**src/rtl/mem_req_arbiter.sv**
```systemverilog
// Two-client round-robin arbiter serialising single-word requests onto the SRAM controller
// valid/write/done handshake, with a per-transaction timeout and a sticky error flag.
module mem_req_arbiter #(
  parameter int unsigned ADDR_WIDTH     = 22,
  parameter int unsigned DATA_WIDTH     = 16,
  parameter int unsigned TIMEOUT_CYCLES = 16,
  parameter int unsigned CNT_WIDTH      = 5
) (
  input  logic                  iClock,
  input  logic                  iReset,
  input  logic                  iReq0,
  input  logic                  iReq1,
  input  logic                  iWrite0,
  input  logic                  iWrite1,
  input  logic [ADDR_WIDTH-1:0] iAddr0,
  input  logic [ADDR_WIDTH-1:0] iAddr1,
  input  logic [DATA_WIDTH-1:0] iData0,
  input  logic [DATA_WIDTH-1:0] iData1,
  output logic                  oAck0,
  output logic                  oAck1,
  output logic                  oDone0,
  output logic                  oDone1,
  output logic [DATA_WIDTH-1:0] oRdData0,
  output logic [DATA_WIDTH-1:0] oRdData1,
  output logic [ADDR_WIDTH-1:0] oMemAddress,
  output logic [DATA_WIDTH-1:0] oMemData,
  output logic                  oMemWrite,
  output logic                  oMemValidRequest,
  input  logic [DATA_WIDTH-1:0] iMemData,
  input  logic                  iMemValidRead,
  output logic                  oTimeoutErr
);

  localparam logic [CNT_WIDTH-1:0] CNT_LAST = CNT_WIDTH'(TIMEOUT_CYCLES - 1);

  typedef enum logic [1:0] {
    ST_IDLE    = 2'd0,
    ST_BUSY    = 2'd1,
    ST_RECOVER = 2'd2
  } state_e;

  state_e                state_q, state_d;
  logic [CNT_WIDTH-1:0]  cnt_q, cnt_d;
  logic                  last_q, last_d;
  logic                  owner_q, owner_d;
  logic                  ack0_q, ack0_d, ack1_q, ack1_d;
  logic                  done0_q, done0_d, done1_q, done1_d;
  logic [DATA_WIDTH-1:0] rd0_q, rd0_d, rd1_q, rd1_d;
  logic [ADDR_WIDTH-1:0] maddr_q, maddr_d;
  logic [DATA_WIDTH-1:0] mdata_q, mdata_d;
  logic                  mwrite_q, mwrite_d;
  logic                  mvalid_q, mvalid_d;
  logic                  err_q, err_d;
  logic                  grant1_c;

  // Tie goes to the client that was not granted last.
  assign grant1_c = iReq1 & (~iReq0 | ~last_q);

  always_comb begin
    state_d  = state_q;
    cnt_d    = cnt_q;
    last_d   = last_q;
    owner_d  = owner_q;
    ack0_d   = 1'b0;
    ack1_d   = 1'b0;
    done0_d  = 1'b0;
    done1_d  = 1'b0;
    rd0_d    = rd0_q;
    rd1_d    = rd1_q;
    maddr_d  = maddr_q;
    mdata_d  = mdata_q;
    mwrite_d = mwrite_q;
    mvalid_d = mvalid_q;
    err_d    = err_q;
    case (state_q)
      ST_IDLE: begin
        if (iReq0 || iReq1) begin
          last_d   = grant1_c;
          owner_d  = grant1_c;
          maddr_d  = grant1_c ? iAddr1  : iAddr0;
          mdata_d  = grant1_c ? iData1  : iData0;
          mwrite_d = grant1_c ? iWrite1 : iWrite0;
          mvalid_d = 1'b1;
          ack0_d   = ~grant1_c;
          ack1_d   = grant1_c;
          cnt_d    = '0;
          state_d  = ST_BUSY;
        end
      end
      ST_BUSY: begin
        if (iMemValidRead) begin
          mvalid_d = 1'b0;
          if (!mwrite_q) begin
            if (owner_q) rd1_d = iMemData;
            else         rd0_d = iMemData;
          end
          done0_d = ~owner_q;
          done1_d = owner_q;
          state_d = ST_RECOVER;
        end else if (cnt_q == CNT_LAST) begin
          mvalid_d = 1'b0;
          err_d    = 1'b1;
          done0_d  = ~owner_q;
          done1_d  = owner_q;
          state_d  = ST_RECOVER;
        end else begin
          cnt_d = cnt_q + CNT_WIDTH'(1);
        end
      end
      ST_RECOVER: state_d = ST_IDLE;
      default:    state_d = ST_IDLE;
    endcase
  end

  always_ff @(posedge iClock) begin
    if (!iReset) begin
      state_q  <= ST_IDLE;
      cnt_q    <= '0;
      last_q   <= 1'b1;
      owner_q  <= 1'b0;
      ack0_q   <= 1'b0;
      ack1_q   <= 1'b0;
      done0_q  <= 1'b0;
      done1_q  <= 1'b0;
      rd0_q    <= '0;
      rd1_q    <= '0;
      maddr_q  <= '0;
      mdata_q  <= '0;
      mwrite_q <= 1'b0;
      mvalid_q <= 1'b0;
      err_q    <= 1'b0;
    end else begin
      state_q  <= state_d;
      cnt_q    <= cnt_d;
      last_q   <= last_d;
      owner_q  <= owner_d;
      ack0_q   <= ack0_d;
      ack1_q   <= ack1_d;
      done0_q  <= done0_d;
      done1_q  <= done1_d;
      rd0_q    <= rd0_d;
      rd1_q    <= rd1_d;
      maddr_q  <= maddr_d;
      mdata_q  <= mdata_d;
      mwrite_q <= mwrite_d;
      mvalid_q <= mvalid_d;
      err_q    <= err_d;
    end
  end

  assign oAck0            = ack0_q;
  assign oAck1            = ack1_q;
  assign oDone0           = done0_q;
  assign oDone1           = done1_q;
  assign oRdData0         = rd0_q;
  assign oRdData1         = rd1_q;
  assign oMemAddress      = maddr_q;
  assign oMemData         = mdata_q;
  assign oMemWrite        = mwrite_q;
  assign oMemValidRequest = mvalid_q;
  assign oTimeoutErr      = err_q;

endmodule

```
**config.mk**
```make
export PLATFORM = sky130hd
export DESIGN_NAME = mem_req_arbiter
export DESIGN_NICKNAME = d
export VERILOG_FILES = /design/src/rtl/mem_req_arbiter.sv
export SDC_FILE = /design/constraint.sdc
export NUM_CORES = 1
export LEC_CHECK = 0
export ABC_AREA = 0
export CAP_MARGIN = 20
export CORE_UTILIZATION = 38
export CTS_CLUSTER_SIZE = 40
export DETAILED_ROUTE_END_ITERATION = 7
export GPL_ROUTABILITY_DRIVEN = 0
export PLACE_DENSITY = 0.91
export SYNTH_ARGS = -nofsm -noshare
export SYNTH_HDL_FRONTEND = slang
export SYNTH_SLANG_ARGS = --single-unit
```
**constraint.sdc**
```tcl
create_clock -name iClock -period 2.7 [get_ports iClock]
set_input_delay 0.54 -clock iClock [delete_from_list [all_inputs] [get_ports iClock]]
set_output_delay 0.54 -clock iClock [all_outputs]
set_load 0.03 [all_outputs]
```
# --- Word level (Yosys, flattened, before mapping) ---
# Cells that the tools add are included.
# Widths: inputs -> output; s select.
word_totals:
  register_bits: 86
  input_bits: 99
  out_inout_bits: 77
  elab_cells: 61
classes:
  add_sub_neg: 1
  eq_ne: 6
  muxes: 19
  bitwise: 8
  n_reduce_logical: 12
ops:
  columns: ["cell", "n"]
  rows:
  - ["$mux 22", 1]
  - ["$mux 16", 1]
  - ["$mux 5", 3]
  - ["$reduce_and 4->1", 3]
  - ["$pmux 5 s2", 1]
  - ["$reduce_and 3->1", 3]
  - ["$mux 1", 8]
  - ["$mux 2", 3]
  - ["$ne 2x2->1 const B", 3]
  - ["$not 1->1", 6]
  - ["$reduce_and 2->1", 3]
  - ["$add 5x1->5 const B", 1]
  - ["$eq 5x4->1 const B", 1]
  - ["$pmux 2 s2", 1]
  - ["$ne 3x3->1 const B", 1]
  - ["$eq 2x1->1 const B", 1]
  - ["$logic_not 2->1", 1]
  - ["$pmux 1 s2", 1]
  - ["$reduce_bool 2->1", 1]
  - ["$and 1x1->1", 1]
  - ["$logic_or 1x1->1", 1]
  - ["$or 1x1->1", 1]

# --- Longest topological paths before layout ---
# Gate-level depths: netlist of the first run.
logic_depth:
  ltp_word: 4
  ltp_mapped: 7
  ltp_nobuf: 7

# --- Worst setup path after synthesis of the first run ---
# Ideal clock, no wire load.
synth_path:
  path_kind: "register to register"
  start: "register cnt_q[0]"
  end: "register cnt_q[3]"
  setup_time_ns: 0.070
  arrival_ns: 1.797
  t_required_ns: 2.630
  slack_ns: 0.833
  stages_incl_launch_ff: 8
  path_buffers: 0
  synth_period_minus_slack_ns: 1.867
  cell_sequence: "dfxtp_1 -> ha_1 -> and3_1 -> ha_1 -> nor4b_4 -> a21oi_2 -> or3_1 -> a21oi_1"
synth_via:
  elab_chain_cells: 4
  elab_cells_between_ends: 7
  cone_classes: "1 x add/sub; 2 x eq/ne; 3 x mux; 1 x reduce/logical"
synth_lines:
  columns: ["element", "line", "text"]
  rows:
  - ["from (decl)", "43", "logic [CNT_WIDTH-1:0] cnt_q, cnt_d;"]
  - ["from (signal assigned)", "134", "cnt_q <= cnt_d;"]
  - ["$add 5x1->5", "107", "cnt_d = cnt_q + CNT_WIDTH'(1);"]
  - ["$mux 5", "100", "end else if (cnt_q == CNT_LAST) begin"]
  - ["$mux 5", "91", "if (iMemValidRead) begin"]
  - ["$pmux 5 s2", "75", "case (state_q)"]
# Several ways; a longest one is shown, not always the timed one. The select of a mux whose other input is x is not followed.
# A chain may end at the register's enable or synchronous reset.

# --- Final worst setup path of the first run ---
# Ends and elaborated chain as after synthesis.

==> results of run 1 <==
-- final cells by class --
cell class,instances,area (um^2)
fillers,617,2700
multi-input cells,147,1130
well taps,102,128
inverters,43,161
clock buffers,10,138
flip-flops and latches,86,1720
repair buffers,181,1820
clock inverters,6,45.0
-- stage by stage --
step	util [%]	setup WS, ns	instance area [um^2]
after floorplan	-	0.833	3120
after global placement	63.3	0.548	4960
after detailed placement	63.3	0.471	4960
after CTS	65.6	0.652	5150
after global routing	65.6	0.509	5150
final	65.6	0.672	5150
-- sequential cells by signal (all words and copies together) (netlist names), 2 cells and up --
register	cells
oMemAddress	22
oMemData	16
oRdData0	16
oRdData1	16
cnt_q	5
state_q	2
-- per-layer routing --
metal,part of all wire (%),up-vias,routed length (um)
met5,0,-,0
met4,1.1,0,91
met3,9.8,8,829
met2,49,139,4150
met1,40,1337,3380
li1,-,1403,-
-- placed cells by master (no fill, tap or decap) --
cell type / instances
o21ai_0: 3
inv_6: 2
nand2b_1: 1
xnor2_1: 1
nor2_2: 1
a21o_1: 2
dfxtp_1: 86
or2_2: 1
and3_1: 1
and4bb_1: 1
ha_1: 2
or3_1: 2
and2_1: 1
mux2i_1: 32
nor4b_4: 1
a22oi_1: 1
inv_1: 43
clkinv_2: 1
a21oi_2: 1
nor4_1: 1
nor3b_1: 1
nand2_1: 2
clkbuf_8: 10
nor2b_1: 1
nand3_1: 1
nor3_1: 1
a222oi_1: 39
and2b_1: 1
and4_1: 1
a21oi_4: 1
nor2_1: 41
a21oi_1: 4
clkinvlp_4: 3
buf_12: 2
clkdlybuf4s50_1: 175
buf_4: 4
o2111a_1: 1
nand2_2: 1
-- where the power goes --
part / internal (mW) / leakage, nW / total [mW] / switching [mW]
clock: 0.364 / 0.0853 / 0.830 / 0.466
sequential: 1.35 / 0.703 / 1.40 / 0.0470
combinational: 0.337 / 1.47 / 0.669 / 0.332
total: 2.05 / 2.26 / 2.90 / 0.844
-- tightest hold or removal path, delay by kind of cell (launching register included) --
kind | cells | cell delay, ns
and+or+nand+nor | 2 | 0.12
DFF | 1 | 0.34
-- cell families after synthesis --
family          Yosys count  synth area share (%)
flops                    86                  55.3
compound gates           52                  15.2
fa+ha+maj                 2                 0.803
mux                      32                  10.3
xor+xnor                  1                 0.281
simple gates             60                  9.44
buf+inv                  63                  8.75
-- final timing paths --
| kind | from | end | slack [ns] | cells after the start |
|---|---|---|---|---|
| worst max register to register | cnt_q[0] | cnt_q[3] | 0.67 | 7 |
| worst min register to register | oTimeoutErr | oTimeoutErr | 0.49 | 2 |
| worst min-delay path | oTimeoutErr | oTimeoutErr | 0.49 | 2 |
| worst max-delay path | cnt_q[0] | cnt_q[3] | 0.67 | 7 |
==> impl_results.md, run 1 <==
- EDFF count, synth: 0
- Die X: 92.5 um
- GR Util All Layers: 19.9%
- Max-cap violations: 0
- Core Region: 0.00785 mm^2
- Crit path buf inv count: 0
- Library cells used by synthesis: 34
- GRT Residual Overflow: 0
- Core Rows: 32
- Post-CTS sizing: 0
- CP Class: register to register
- Max Clock Skew: 0.00822 ns
- Share of layout cells above drive strength 1: 5.92%
- Startpoint Class: register
- Nets: 569
- Synthesis-stage register bit count: 86
- I/O pin cnt: 176
- Avg Cell Area, Syn: 10.5 um^2
- Syn Inst Count: 296
- Final Setup Violations: 0
- Vias in the first global route: 2917
- Layer with the highest usage: met2
- Max Slew Vio Count: 0
- Post-CTS setup buffer count: 0
- Critical path's largest stage delay: 0.39 ns
- Final hold vios: 0
- Pwr Total: 2.90 mW
- Clk_lat worst skew: 0.35 ns
- Synth warnings: 0
- DR pass1 iterations: 6
- Final min period: 2.03 ns
- Area Growth Syn to Fin: 65.2%
- Worst-path clk slew: 0.08 ns
- Worst EP arrival: 2.31 ns
- Die area: 0.00856 mm^2
- CP max stage cell: nor4b_4
- PwrDens: 563 mW/mm^2
- DR vias/cell: 5.02
- Remaining design rule violation count: 0
- Root buf cell: clkbuf_8
- Initial antenna violation count: 0
- Hold_buf cts: 0
- Critical Path End Type: register
- GRT met2 Usage: 35.2%
- Routed WL: 8.46 mm
- DR iter-0 viols: 187
- Min-delay worst type: register to register
- Area of the mapped netlist: 0.00312 mm^2
- First-pass GRT wire length: 13.5 mm
- Via total after detailed routing: 2887
- Num Clock Sinks: 86
- Worst vdd ir: 0.000299 V
- Fraction of post-synthesis cell area in the top cell type by area: 55.3%
- Fin cells: 575
- Max_slew headroom: 65.4%
- Crit path max-delay family: simple AND/OR/NAND/NOR gates
- Sequential area share after synthesis: 55.3%
- H-tree depth: 3
- Synth area leaders: dfxtp_1 55%, a222oi_1 13%, mux2i_1 10%
- Placed Cells: 559
- Hold_ws: 0.490 ns
- Port Buffers: 175
- Worst-Margin Slew: 0.518 ns
- Dpl hpwl: 6.34 mm
- Largest net degree at the start of global routing: 41
- Required time of the critical path: 2.98 ns
- # diodes: 0
- Clk buf depth: 2
- Met1 Usage GRT: 21.9%
- Initial Util: 39.7%
- Die H: 92.5 um
- Synth area leader: dfxtp_1
- Final worst-path cycle share: 75.1%
- RSZ-0062 raised after global routing: no
- Asr flop ratio synth: 0%
- Final ANT Viol Nets: 0
- Status: finished clean
- Leak: 2.26 nW
- Synth cell count leaders: 86 x dfxtp_1, 43 x inv_1, 41 x nor2_1
- Setup_tns: 0 ns
- Count leader, synth: dfxtp_1
- Worst-path maximum fanout: 7
- Primary FF master, synth: dfxtp_1
- CP cell instances: ha_1, and3_1, ha_1, nor4b_4, a21oi_2, or3_1, a21oi_1
- Synthesized net count: 397
- CP dominant cell by count: ha_1
- Max Fclk: 493 MHz
- Num CTS Buffers: 9
- Met3 Track Usage GR: 8.37%
- Wirelength per Cell: 14.7 um
- CTS tree: done
(Power assumes the default switching activity.)
==> inputs of run 2 (changes only) <==
Clock period 2.7 ns to 1.9 ns, I/O delays scaled along.
==> run 2 against run 1 <==
Against the previous run: clock skew barely moved; power rose by 47%; via count rose by 3.3%; final area rose by 2.8%; flip-flop and latch count did not move; wire length rose by 3.3%; utilization rose by 1.8 points; sequential power rose by 42%; clock power rose by 58%; global-route usage rose by 0.62 points; die area did not move; largest power group unchanged.
==> impl_results.md, run 2 (same netlist as run 1, synthesis figures left out) <==
- Final Setup Violations: 0 (unchanged)
- Max Slew Vio Count: 0 (unchanged)
- DR vias/cell: 5.13 (was 5.02)
- Most frequent cells in the layout: 175 x clkdlybuf4s50_1, 84 x dfxtp_1, 43 x inv_1 (was 175 x clkdlybuf4s50_1, 86 x dfxtp_1, 43 x inv_1)
- Via total after detailed routing: 2982 (was 2887)
- Post-placement setup slack: -0.0665 ns (was 0.471 ns)
- HP Start: oTimeoutErr (unchanged)
- RSZ-0062 raised after global routing: no (unchanged)
- Hold path cells: 2 (unchanged)
- Worst-Margin Slew: 0.347 ns (was 0.518 ns)
- CP cell instances: ha_2, and3_4, ha_4, nor4b_4, a21oi_2, or3_1, a21oi_2 (was ha_1, and3_1, ha_1, nor4b_4, a21oi_2, or3_1, a21oi_1)
- Area Growth Syn to Fin: 69.8% (was 65.2%)
- Reg-to-Reg End: cnt_q[2] (was cnt_q[3])
- Critical path's largest stage delay: 0.38 ns (was 0.39 ns)
- Routed WL: 8.74 mm (was 8.46 mm)
- Leak: 2.31 nW (was 2.26 nW)
- GRT Residual Overflow: 0 (unchanged)
- Worst vdd ir: 0.000560 V (was 0.000299 V)
- Die area: 0.00856 mm^2 (unchanged)
- Design area: 0.00529 mm^2 (was 0.00515 mm^2)
- Final worst-path cycle share: 96.4% (was 75.1%)
- H-tree depth: 3 (unchanged)
- PwrDens: 808 mW/mm^2 (was 563 mW/mm^2)
- Die X: 92.5 um (unchanged)
- Crit path buf inv count: 0 (unchanged)
- # diodes: 0 (unchanged)
- Commonest non-fill, non-tap cell in the layout: clkdlybuf4s50_1 (unchanged)
- Number of cells on the worst reg-to-reg path: 7 (unchanged)
- Final min period: 1.83 ns (was 2.03 ns)
- Final ANT Viol Nets: 0 (unchanged)
- Dpl hpwl: 6.50 mm (was 6.34 mm)
- Num Clock Sinks: 86 (unchanged)
- Hold_ws: 0.479 ns (was 0.490 ns)
- Startpoint Class: register (unchanged)
- Clk_lat worst skew: 0.35 ns (about the same)
- Remaining design rule violation count: 0 (unchanged)
- Max_slew headroom: 76.8% (was 65.4%)
- Vias in the first global route: 3104 (was 2917)
- Worst-path maximum fanout: 5 (was 7)
- Initial antenna violation count: 0 (unchanged)
- CP Class: register to register (unchanged)
- First-pass GRT wire length: 14.0 mm (was 13.5 mm)
- Min-delay worst type: register to register (unchanged)
- Core Rows: 32 (unchanged)
- CP max stage cell: or3_1 (was nor4b_4)
- Hold_buf cts: 0 (unchanged)
- Reg2Reg Launch Point: cnt_q[0] (unchanged)
- CP dominant cell by count: a21oi_2 (was ha_1)
- CTS tree: done (unchanged)
- GR Util All Layers: 20.5% (was 19.9%)
- Worst-path clk slew: 0.08 ns (about the same)
- Largest net degree at the start of global routing: 41 (unchanged)
- Num CTS Buffers: 9 (unchanged)
- Crit path max-delay family: simple AND/OR/NAND/NOR gates (unchanged)
- Setup WS post-layout: 0.0687 ns (was 0.672 ns)
- Clk buf depth: 2 (unchanged)
- Nets: 575 (was 569)
- Critical Path End Type: register (unchanged)
- Area after DPL: 0.00504 mm^2 (was 0.00496 mm^2)
- DR iter-0 viols: 205 (was 187)
- Wirelength per Cell: 15.0 um (was 14.7 um)
- Max reg flops: 22 (unchanged)
- Status: finished clean (unchanged)
- Die H: 92.5 um (unchanged)
- Max Fclk: 546 MHz (was 493 MHz)
- Final hold vios: 0 (unchanged)
- DR pass1 iterations: 5 (was 6)
- Hold EP: oTimeoutErr (unchanged)
- Required time of the critical path: 2.18 ns (was 2.98 ns)
- Max Clock Skew: 0.00834 ns (was 0.00822 ns)
- Max-cap violations: 0 (unchanged)
- R2R Setup Slk: 0.07 ns (was 0.67 ns)
- Share of layout cells above drive strength 1: 8.77% (was 5.92%)
- Worst EP arrival: 2.11 ns (was 2.31 ns)
- Core Region: 0.00785 mm^2 (unchanged)
- Root buf cell: clkbuf_8 (unchanged)
- Fin util: 67.4% (was 65.6%)
- Port Buffers: 175 (unchanged)
- I/O pin cnt: 176 (unchanged)
- Initial Util: 39.7% (unchanged)
## run 2: worst max-delay path by stage
stage | startpoint | cells after the start | end
CTS | cnt_q[0] | 7 | cnt_q[3]
detailed placement | iReq0 | 6 | oMemData[13]
floorplan | cnt_q[0] | 7 | cnt_q[3]
global placement | iMemValidRead | 6 | cnt_q[3]
finish | cnt_q[0] | 7 | cnt_q[2]
global route | cnt_q[0] | 7 | cnt_q[2]
## run 2: cell type report
cell class | count | area [um^2]
Timing Repair Buffer | 187 | 1900
Clock buffer | 10 | 138
Clock inverter | 6 | 70.1
Fill cell | 595 | 2560
Inverter | 43 | 161
Tap cell | 102 | 128
Multi-Input combinational cell | 147 | 1160
Sequential cell | 86 | 1720
## run 2: timing repair
item / 4_1_cts / 5_1_grt
pin swaps: 1 / 4
resized for setup: 0 / 10
setup endpoints to repair: 2 / 3
gates cloned: 0 / 0
buffers inserted: 0 / 1
## run 2: metal layers
layer / vias to the layer above / part of all wire, % / wire length [um] / GRT usage [%]
met2: 148 / 50 / 4390 / 35.7
met1: 1406 / 40 / 3470 / 23.7
met3: 14 / 8.3 / 722 / 5.83
met4: 0 / 1.8 / 157 / 7.94
li1: 1414 / - / - / -
met5: - / 0 / 0 / 0
## run 2: stage by stage
stage,setup TNS [ns],total power [mW],cells
2_1_floorplan,0,2.48,296
3_3_place_gp,0,2.97,564
4_1_cts,0,4.31,580
3_5_place_dp,-0.438,3.00,564
5_1_grt,0,4.46,581
6_report,0,4.27,581
## run 2: tightest hold or removal path, cell delays in order (launching register included)
cell	delay, ns
dfxtp_1	0.34
nor2_1	0.05
nor2_1	0.06
## run 2: power by group
| group | switching [mW] | internal, mW | leakage [nW] |
|---|---|---|---|
| Clock | 0.655 | 0.650 | 0.0951 |
| Combinational | 0.480 | 0.499 | 1.51 |
| Sequential | 0.0680 | 1.92 | 0.704 |
==> inputs of run 3 (changes only) <==
Settings changed: CORE_UTILIZATION 38 to 39, CTS_BUF_LIST set to sky130_fd_sc_hd__clkbuf_8, PLACE_DENSITY 0.91 to 0.93.
==> run 3 against run 2 <==
Against the previous run: count of clock-buffer cells in the layout is 1 lower; die area is 2.5% lower; flip-flop and latch count stayed put; combinational power is 1% higher; clock skew is 0.0015 ns higher; wire length is 4.8% higher; largest cell class unchanged; critical endpoint is now cnt_q[3]; final area is 1.5% higher; power is 5.7% higher; worst hold slack better by 0.0042 ns.
==> impl_results.md, run 3 (same netlist as run 1, synthesis figures left out) <==
- Final hold vios: 0 (unchanged)
- Most frequent cells in the layout: 175 x clkdlybuf4s50_1, 84 x dfxtp_1, 43 x inv_1 (unchanged)
- Core Region: 0.00773 mm^2 (was 0.00785 mm^2)
- Core Rows: 32 (unchanged)
- Via total after detailed routing: 3023 (was 2982)
- Worst EP arrival: 2.11 ns (about the same)
- Min-delay worst type: register to register (unchanged)
- DR iter-0 viols: 211 (was 205)
- Startpoint Class: register (unchanged)
- Dpl hpwl: 6.87 mm (was 6.50 mm)
- Clk_lat worst skew: 0.34 ns (was 0.35 ns)
- Wirelength per Cell: 15.7 um (was 15.0 um)
- Die area: 0.00835 mm^2 (was 0.00856 mm^2)
- Port Buffers: 175 (unchanged)
- Worst-Margin Slew: 0.352 ns (was 0.347 ns)
- Final worst-path cycle share: 96.3% (was 96.4%)
- Largest net degree at the start of global routing: 29 (was 41)
- Nets: 579 (was 575)
- Status: finished clean (unchanged)
- Worst-path maximum fanout: 5 (unchanged)
- Fin util: 69.5% (was 67.4%)
- Final min period: 1.83 ns (about the same)
- GR Util All Layers: 22.2% (was 20.5%)
- Worst vdd ir: 0.000418 V (was 0.000560 V)
- Critical Path End Type: register (unchanged)
- Area Growth Syn to Fin: 72.3% (was 69.8%)
- Initial Util: 40.3% (was 39.7%)
- I/O pin cnt: 176 (unchanged)
- Final ANT Viol Nets: 0 (unchanged)
- First-pass GRT wire length: 14.8 mm (was 14.0 mm)
- Num Clock Sinks: 86 (unchanged)
- Filler cell count: 566 (was 595)
- Leak: 2.36 nW (was 2.31 nW)
- Remaining design rule violation count: 0 (unchanged)
- H-tree depth: 3 (unchanged)
- Num CTS Buffers: 9 (unchanged)
- CP Class: register to register (unchanged)
- DR pass1 iterations: 7 (was 5)
- Die H: 91.4 um (was 92.5 um)
- Share of layout cells above drive strength 1: 9.52% (was 8.77%)
- Required time of the critical path: 2.18 ns (about the same)
- Max reg flops: 22 (unchanged)
- GRT Residual Overflow: 0 (unchanged)
- Max_slew headroom: 76.5% (was 76.8%)
- Routed WL: 9.16 mm (was 8.74 mm)
- Final Setup Violations: 0 (unchanged)
- DR vias/cell: 5.17 (was 5.13)
- Max-cap violations: 0 (unchanged)
- Max Clock Skew: 0.00980 ns (was 0.00834 ns)
- Max Fclk: 546 MHz (about the same)
- Initial antenna violation count: 0 (unchanged)
- Die X: 91.4 um (was 92.5 um)
- Max Slew Vio Count: 0 (unchanged)
- PwrDens: 841 mW/mm^2 (was 808 mW/mm^2)
- Worst-path clk slew: 0.08 ns (about the same)
- Root buf cell: clkbuf_8 (unchanged)
- Hold_ws: 0.483 ns (was 0.479 ns)
- # diodes: 0 (unchanged)
- CTS tree: done (unchanged)
- Commonest non-fill, non-tap cell in the layout: clkdlybuf4s50_1 (unchanged)
- Clk buf depth: 2 (unchanged)
- Vias in the first global route: 3183 (was 3104)
## run 3: cell count changes in the layout (fill, tap and decap cells not counted), sizes merged
cell	change
inv	+1
clkinvlp	-2
buf	+4
bufinv	+2
clkbuf	-1
## run 3: metrics by stage
step | setup TNS (ns) | area (um^2) | instances | power [mW] | setup WS, ns
6_report | 0 | 5370 | 585 | 4.52 | 0.0696
5_1_grt | -0.000604 | 5370 | 585 | 4.71 | -0.000604
4_1_cts | 0 | 5340 | 585 | 4.56 | 0.00411
3_5_place_dp | -0.910 | 5080 | 568 | 3.02 | -0.0815
3_3_place_gp | 0 | 5080 | 568 | 2.98 | 0.0390
2_1_floorplan | 0 | 3120 | 296 | 2.48 | 0.0335
## run 3: metal layers
layer / GRT usage, % / up-vias / routed length, um
met4: 7.67 / 0 / 83
met5: 0 / - / 0
met1: 23.5 / 1441 / 3450
met3: 6.62 / 10 / 742
li1: - / 1426 / -
met2: 41.2 / 146 / 4880
## run 3: layout make-up
type                    instances  area, um^2  share of cell area, %
clock buffers                   9         124                   2.31
inverters                      43         161                   3.01
well taps                     102         128                   2.38
clock inverters                 7         120                   2.24
repair buffers                191        1950                   36.3
flip-flops and latches         86        1720                   32.1
multi-input cells             147        1160                   21.7
## run 3: report_power, final
part	switching, mW	internal [mW]	total (mW)
registers	0.0671	1.92	1.99
clock network	0.656	0.881	1.54
logic	0.485	0.507	0.992
## run 3: critical path, stage by stage, from the launching register on
cell     delay (ns)
dfxtp_2        0.34
ha_2           0.17
and3_4         0.18
ha_4           0.17
nor4b_4        0.33
a21oi_2        0.09
or3_4          0.35
a21oi_2        0.14
## run 3: worst paths after layout
path | start | endpoint | slack, ns | cells after the start
max reg2reg | cnt_q[1] | cnt_q[3] | 0.07 | 7
min reg2reg | oMemValidRequest | oMemValidRequest | 0.48 | 2
max | cnt_q[1] | cnt_q[3] | 0.07 | 7
min | oMemValidRequest | oMemValidRequest | 0.48 | 2
## run 3: repair_timing
action | in CTS | in global routing
cloned | 0 | 0
hold buffers | 0 | 0
pin swaps | 1 | 2
resized for setup | 2 | 7
setup endpoints to repair | 2 | 3
setup buffers | 1 | 0
